==> config.mk <==
export PLATFORM = sky130hd
export DESIGN_NAME = vga_timing_gen
export DESIGN_NICKNAME = d
export VERILOG_FILES = /design/src/rtl/vga_timing_pkg.sv /design/src/rtl/vga_axis_counter.sv /design/src/rtl/vga_timing_gen.sv
export SDC_FILE = /design/constraint.sdc
export NUM_CORES = 1
export LEC_CHECK = 0
export ABC_AREA = 1
export BUFFER_PORTS_ARGS = -buffer_cell sky130_fd_sc_hd__buf_4
export CELL_PAD_IN_SITES_DETAIL_PLACEMENT = 0
export CELL_PAD_IN_SITES_GLOBAL_PLACEMENT = 1
export CORE_ASPECT_RATIO = 1.4
export CORE_MARGIN = 3
export CORE_UTILIZATION = 41
export DETAILED_ROUTE_END_ITERATION = 8
export GPL_TIMING_DRIVEN = 0
export PLACE_DENSITY = 0.93
export SLEW_MARGIN = 20
export SYNTH_ARGS = -nofsm -noshare
export SYNTH_HDL_FRONTEND = slang
export SYNTH_HIERARCHICAL = 1
export SYNTH_SLANG_ARGS = --single-unit
==> constraint.sdc <==
create_clock -name clk -period 6.41 [get_ports clk]
set_clock_uncertainty 0.15 [all_clocks]
set_input_delay 1.282 -clock clk [delete_from_list [all_inputs] [get_ports clk]]
set_output_delay 1.282 -clock clk [all_outputs]
set_load 0.1 [all_outputs]
==> src/rtl/vga_timing_pkg.sv <==
// Shared constants for the VGA raster timing generator.
// Provides the 640x480@60 and 320x240 half-rate mode presets, the sync
// polarity constants and a counter width helper.
package vga_timing_pkg;

  // Sync polarity: the level that the sync output drives while it is active.
  localparam logic SYNC_ACTIVE_LOW  = 1'b0;
  localparam logic SYNC_ACTIVE_HIGH = 1'b1;

  // 640x480@60, 25.175 MHz pixel clock, 800x525 total raster.
  localparam int VGA640_H_ACTIVE = 640;
  localparam int VGA640_H_FP     = 16;
  localparam int VGA640_H_SYNC   = 96;
  localparam int VGA640_H_BP     = 48;
  localparam int VGA640_V_ACTIVE = 480;
  localparam int VGA640_V_FP     = 10;
  localparam int VGA640_V_SYNC   = 2;
  localparam int VGA640_V_BP     = 33;
  localparam int VGA640_CLK_DIV  = 1;

  // 320x240 at half pixel rate, 400x262 total raster.
  localparam int QVGA_H_ACTIVE = 320;
  localparam int QVGA_H_FP     = 8;
  localparam int QVGA_H_SYNC   = 48;
  localparam int QVGA_H_BP     = 24;
  localparam int QVGA_V_ACTIVE = 240;
  localparam int QVGA_V_FP     = 5;
  localparam int QVGA_V_SYNC   = 1;
  localparam int QVGA_V_BP     = 16;
  localparam int QVGA_CLK_DIV  = 2;

  // Bits needed to hold 0..total-1; never narrower than one bit.
  function automatic int cnt_width(input int total);
    return (total <= 2) ? 1 : $clog2(total);
  endfunction

endpackage

==> src/rtl/vga_axis_counter.sv <==
// One raster axis: position counter with wrap, blank and sync decode.
// Blank and sync are registered from the value the counter is about to
// take, so they always line up with the registered count.
module vga_axis_counter
  import vga_timing_pkg::*;
#(
  parameter int   ACTIVE = 640,
  parameter int   FP     = 16,
  parameter int   SYNC   = 96,
  parameter int   BP     = 48,
  parameter logic POL    = SYNC_ACTIVE_LOW,
  localparam int  TOTAL  = ACTIVE + FP + SYNC + BP,
  localparam int  W      = cnt_width(TOTAL)
) (
  input  logic         clk,
  input  logic         rst,
  input  logic         inc,
  output logic [W-1:0] cnt,
  output logic [W-1:0] cnt_nxt,
  output logic         wrap,
  output logic         blank,
  output logic         blank_nxt,
  output logic         sync
);

  // One extra bit so the sync end bound can equal TOTAL when BP is zero.
  localparam logic [W-1:0] LAST       = W'(TOTAL - 1);
  localparam logic [W:0]   ACT_E      = (W+1)'(ACTIVE);
  localparam logic [W:0]   SYNC_BEG_E = (W+1)'(ACTIVE + FP);
  localparam logic [W:0]   SYNC_END_E = (W+1)'(ACTIVE + FP + SYNC);

  logic sync_nxt;

  // Next count, wrap strobe and decode of the next count.
  always_comb begin
    wrap      = inc && (cnt == LAST);
    cnt_nxt   = cnt;
    if (inc) begin
      cnt_nxt = (cnt == LAST) ? '0 : cnt + 1'b1;
    end
    blank_nxt = ({1'b0, cnt_nxt} >= ACT_E);
    sync_nxt  = ({1'b0, cnt_nxt} >= SYNC_BEG_E) && ({1'b0, cnt_nxt} < SYNC_END_E);
  end

  // Count and decoded outputs advance together, only on an increment.
  always_ff @(posedge clk or posedge rst) begin
    if (rst) begin
      cnt   <= '0;
      blank <= 1'b0;
      sync  <= ~POL;
    end else if (inc) begin
      cnt   <= cnt_nxt;
      blank <= blank_nxt;
      sync  <= sync_nxt ? POL : ~POL;
    end
  end

endmodule

==> src/rtl/vga_timing_gen.sv <==
// VGA raster timing generator: pixel clock divider, horizontal and vertical
// counters, sync/blank decode, pixel coordinates and line/frame pulses.
// Optional feature: define VGA_LINE_IRQ_EN to enable the line compare pulse
// on line_irq; otherwise line_cmp is ignored and line_irq is tied low.
// All outputs are registered and change only on a pixel tick, decoded from
// the counter value being loaded, so every output matches x/y with no lag.
module vga_timing_gen
  import vga_timing_pkg::*;
#(
  parameter int   H_ACTIVE  = VGA640_H_ACTIVE,
  parameter int   H_FP      = VGA640_H_FP,
  parameter int   H_SYNC    = VGA640_H_SYNC,
  parameter int   H_BP      = VGA640_H_BP,
  parameter int   V_ACTIVE  = VGA640_V_ACTIVE,
  parameter int   V_FP      = VGA640_V_FP,
  parameter int   V_SYNC    = VGA640_V_SYNC,
  parameter int   V_BP      = VGA640_V_BP,
  parameter logic HSYNC_POL = SYNC_ACTIVE_LOW,
  parameter logic VSYNC_POL = SYNC_ACTIVE_LOW,
  parameter int   CLK_DIV   = VGA640_CLK_DIV,
  localparam int  H_TOTAL   = H_ACTIVE + H_FP + H_SYNC + H_BP,
  localparam int  V_TOTAL   = V_ACTIVE + V_FP + V_SYNC + V_BP,
  localparam int  HW        = cnt_width(H_TOTAL),
  localparam int  VW        = cnt_width(V_TOTAL)
) (
  input  logic          clk,
  input  logic          rst,
  input  logic          en,
  output logic          hsync,
  output logic          vsync,
  output logic          hblank,
  output logic          vblank,
  output logic          active,
  output logic [HW-1:0] x,
  output logic [VW-1:0] y,
  output logic          line_start,
  output logic          frame_start,
  input  logic [VW-1:0] line_cmp,
  output logic          line_irq
);

  localparam int            DW       = cnt_width(CLK_DIV);
  localparam logic [DW-1:0] DIV_LAST = DW'(CLK_DIV - 1);

  logic [DW-1:0] div_cnt;
  logic          tick;
  logic          h_wrap;
  logic [HW-1:0] h_nxt;
  logic [VW-1:0] v_nxt;
  logic          h_blank_nxt;
  logic          v_blank_nxt;
  logic          v_wrap_unused;
  logic          h_zero_nxt;
  logic          v_zero_nxt;

  assign tick       = en && (div_cnt == DIV_LAST);
  assign h_zero_nxt = (h_nxt == '0);
  assign v_zero_nxt = (v_nxt == '0);

  // Pixel clock divider: one tick every CLK_DIV enabled cycles.
  always_ff @(posedge clk or posedge rst) begin
    if (rst) begin
      div_cnt <= '0;
    end else if (en) begin
      div_cnt <= tick ? '0 : div_cnt + 1'b1;
    end
  end

  vga_axis_counter #(
    .ACTIVE (H_ACTIVE),
    .FP     (H_FP),
    .SYNC   (H_SYNC),
    .BP     (H_BP),
    .POL    (HSYNC_POL)
  ) u_h_axis (
    .clk       (clk),
    .rst       (rst),
    .inc       (tick),
    .cnt       (x),
    .cnt_nxt   (h_nxt),
    .wrap      (h_wrap),
    .blank     (hblank),
    .blank_nxt (h_blank_nxt),
    .sync      (hsync)
  );

  vga_axis_counter #(
    .ACTIVE (V_ACTIVE),
    .FP     (V_FP),
    .SYNC   (V_SYNC),
    .BP     (V_BP),
    .POL    (VSYNC_POL)
  ) u_v_axis (
    .clk       (clk),
    .rst       (rst),
    .inc       (h_wrap),
    .cnt       (y),
    .cnt_nxt   (v_nxt),
    .wrap      (v_wrap_unused),
    .blank     (vblank),
    .blank_nxt (v_blank_nxt),
    .sync      (vsync)
  );

  // Active and line/frame pulses; reset value suppresses the pulses so the
  // first frame_start appears on the first wrap back to (0,0).
  always_ff @(posedge clk or posedge rst) begin
    if (rst) begin
      active      <= 1'b1;
      line_start  <= 1'b0;
      frame_start <= 1'b0;
    end else if (tick) begin
      active      <= ~h_blank_nxt & ~v_blank_nxt;
      line_start  <= h_zero_nxt;
      frame_start <= h_zero_nxt & v_zero_nxt;
    end
  end

`ifdef VGA_LINE_IRQ_EN
  // Line compare pulse: line_cmp is sampled on the tick that enters column 0.
  always_ff @(posedge clk or posedge rst) begin
    if (rst) begin
      line_irq <= 1'b0;
    end else if (tick) begin
      line_irq <= h_zero_nxt && (v_nxt == line_cmp);
    end
  end
`else
  logic unused_line_cmp;
  assign unused_line_cmp = ^line_cmp;
  assign line_irq        = 1'b0;
`endif

endmodule

==> flow_metrics.py <==
metrics = {
    "finish": {
        "antenna_cells": 0,
        "drive_above_1_share_pct": 24.7,
        "area_growth_pct": 19.7,
        "nets": 308,
        "fin_area_sq_um": 2210,
        "final_core_util_pct": 51.8,
    },
    "synth": {
        "synth_top_family_by_area": "simple AND/OR/NAND/NOR gates",
        "seq_area_frac_synth_pct": 38.1,
        "synth_nets": 274,
        "synth_cell_type_count": 29,
        "synth_area_per_cell_sq_um": 7.16,
        "ys_ff_latch": 28,
        "ys.warnings.count": 6,
        "syn_inst": 258,
        "synth-compound-area-share_pct": 4.67,
        "synthXorXnorAreaFrac_pct": 2.84,
        "synth_area_sq_um": 1850,
        "synth_adder_area_share_pct": 2.03,
        "synthSimpleGateAreaFrac_pct": 40.7,
        "synthMuxAreaShare_pct": 0,
    },
    "route": {
        "vias": 1612,
        "dr.first_iter.drc_count": 88,
        "drt_first_pass_iters": 4,
        "drt.antenna.violating_nets": 0,
        "routed_wl_mm": 4.01,
        "drc_errors": 0,
        "wire_per_inst_um": 11.4,
        "viasPerCell": 4.59,
    },
    "clock_network": {
        "cts-root-buf": "clkbuf_8",
        "clk_path_buf_depth": 2,
        "cts_buffers": 3,
        "cts_tree": "done",
        "cts_sinks": 28,
        "cts_hold_buf": 0,
        "cts_max_level": 1,
        "clkTransAtPathRegs_ns": 0.10,
        "cts_setup_buffers": 0,
        "clk_latency_ns": 0.27,
        "post_cts_resized": 0,
    },
    "floorplan": {
        "fp.dieW_um": 62.7,
        "die_area_sq_um": 5360,
        "placementRows": 28,
        "start_util_pct": 43.2,
        "dieHeight_um": 85.4,
        "core_area_sq_um": 4270,
        "ios": 41,
    },
    "worst_hold_path": {
        "hp-start": "u_v_axis/sync",
        "hp-class": "flop to flop",
    },
    "critical_path": {
        "max_stage_delay_ns": 0.25,
        "crit_start": "en",
        "cp_common_cell": "nand2_1",
        "cp-start-kind": "input port",
        "critical_path_class": "input port to flop",
        "critPathArrivalTime_ns": 3.17,
        "timing.rr.start": "u_h_axis/cnt[0]",
        "cp_slowest_cell": "nand4_2",
        "cp_cell_sequence": "buf_4 > inv_1 > nor2_4 > nand4_2 > inv_1 > buf_4 > nand3_2 > nor2_4 > nand3_1 > nand2_1 > nand2_1 > nand2_1 > inv_1 > nor2_1 > nand2_1 > nor2_1 > nand3_1 > nand2_1",
        "required_ns": 6.48,
        "end_kind": "flop",
        "worst-path-max-fanout": 10,
    },
    "power": {
        "power_density_nw_per_um2": 413,
        "max-vdd-ir-drop_v": 0.000152,
        "leakage_nw": 1.26,
    },
    "global_route": {
        "grt_pass1_wl_mm": 6.94,
        "grt_antenna_before_repair": 0,
        "grt_max_degree": 17,
        "grt_overflow_total": 0,
        "grt_usage_pct": 16.1,
        "grt_pass1_vias": 1561,
    },
    "timing": {
        "tightest_slew_ns": 0.499,
        "timing.final.crit_share_pct": 48.4,
        "rsz0062_at_grt": "no",
        "hold_viol": 0,
        "final.setup.tns_ns": 0,
        "max_freq_mhz": 323,
        "period_needed_ns": 3.10,
        "drv_slew": 0,
        "setup_viol": 0,
        "relSlewSlack_pct": 66.7,
    },
    "outcome": {
        "status": "finished clean",
    },
    "job": {
        "maxCapViolCount": 0,
    },
    "placement": {
        "portBuffers": 29,
        "finalWeightedCongestion": 0.849,
        "dpl-instance-area_sq_um": 2140,
        "dp_hpwl_mm": 3.19,
    },
}
==> worst max-delay path: cells and delay by family <==
kind          cells  cell delay, ns
simple gates     13            1.38
buf+inv           5            0.51
==> worst paths after layout <==
path	slack (ns)	cells past startpoint	to
setup reg to reg	3.70	18	frame_start
hold reg to reg	0.35	2	u_v_axis/sync
min in group asynchronous	0.75	2	frame_start
hold / removal	0.35	2	u_v_axis/sync
setup / recovery	3.31	18	frame_start
max in group asynchronous	4.86	2	u_v_axis/sync
==> state kept, by name, indices dropped and copies added, names as in the netlist <==
signal and count:
line_start 1, div_cnt 1, u_h_axis/cnt 10, u_v_axis/cnt 10
u_h_axis/sync 1, u_v_axis/blank 1, frame_start 1, u_h_axis/blank 1
u_v_axis/sync 1, active 1
==> routing by layer <==
layer	part of all wire, %	track usage (%)	vias up
li1	-	-	842
met1	42	18.2	743
met2	54	30.6	25
met3	3.1	2.12	2
met4	0.72	5.42	0
met5	0	0	-
==> logic make-up (layout without fill, tap and decap cells) <==
logic type	Yosys count	in the layout
other cells	1	1
fa+ha+maj	3	3
buf+inv	54	87
flops	28	28
compound gates	13	13
xor+xnor	6	6
simple gates	153	153
==> layout by cell type (no fill, tap or decap), types with 4 or more instances in the layout <==
cell     netlist  final
nand2_1       67     67
inv_1         50     50
nor2_1        35     35
buf_4          2     31
dfrtp_1       25     25
nand3_1       19     19
nand2_2        9      9
nand3_2        7      7
a21oi_1        6      6
nor2_4         5      5
xor2_1         4      4
==> power by group <==
group | leakage [nW] | total [mW] | internal, mW | switching (mW)
Clock | 0.0357 | 0.139 | 0.0836 | 0.0553
Sequential | 0.343 | 0.258 | 0.216 | 0.0417
Combinational | 0.885 | 0.518 | 0.112 | 0.406
==> cell usage after synthesis <==
library cell	number	area, sq um
and2_1	1	6.26
a21oi_2	1	8.76
nand4_1	3	18.8
xor2_1	4	35.0
nor2_2	3	18.8
ha_1	3	37.5
o21ai_0	2	10.0
buf_4	2	15.0
inv_2	1	3.75
o21ai_2	1	8.76
buf_2	1	5.00
nand3b_2	1	11.3
nor2_1	35	131
a21boi_2	1	11.3
xnor2_1	2	17.5
nand2_2	9	56.3
conb_1	1	3.75
nand3_2	7	70.1
nand2_1	67	251
nand3_1	19	95.1
nor2_4	5	56.3
nand2_4	1	11.3
o31ai_2	1	12.5
a21oi_1	6	30.0
dfstp_2	3	78.8
o21ai_1	1	5.00
nand4_2	2	25.0
dfrtp_1	25	626
inv_1	50	188
==> cell type report <==
type	count	area, sq um
Timing Repair Buffer	29	218
Clock inverter	1	30.0
Buffer	3	20.0
Fill cell	458	2060
Inverter	51	191
Multi-Input combinational cell	176	932
Clock buffer	3	41.3
Tap cell	60	75.1
Sequential cell	28	704
==> through the flow <==
step           total power [mW]  hold WS, ns  worst slack [ns]  std cells
6_report                  0.914        0.346              3.31        351
5_1_grt                   0.971        0.392              3.07        351
4_1_cts                   0.926        0.350              3.30        351
3_5_place_dp              0.783        0.323              3.01        347
3_3_place_gp              0.778        0.318              3.02        347
2_1_floorplan             0.683        0.361              3.31        258
Note: power is estimated with default switching activity, not from simulation.
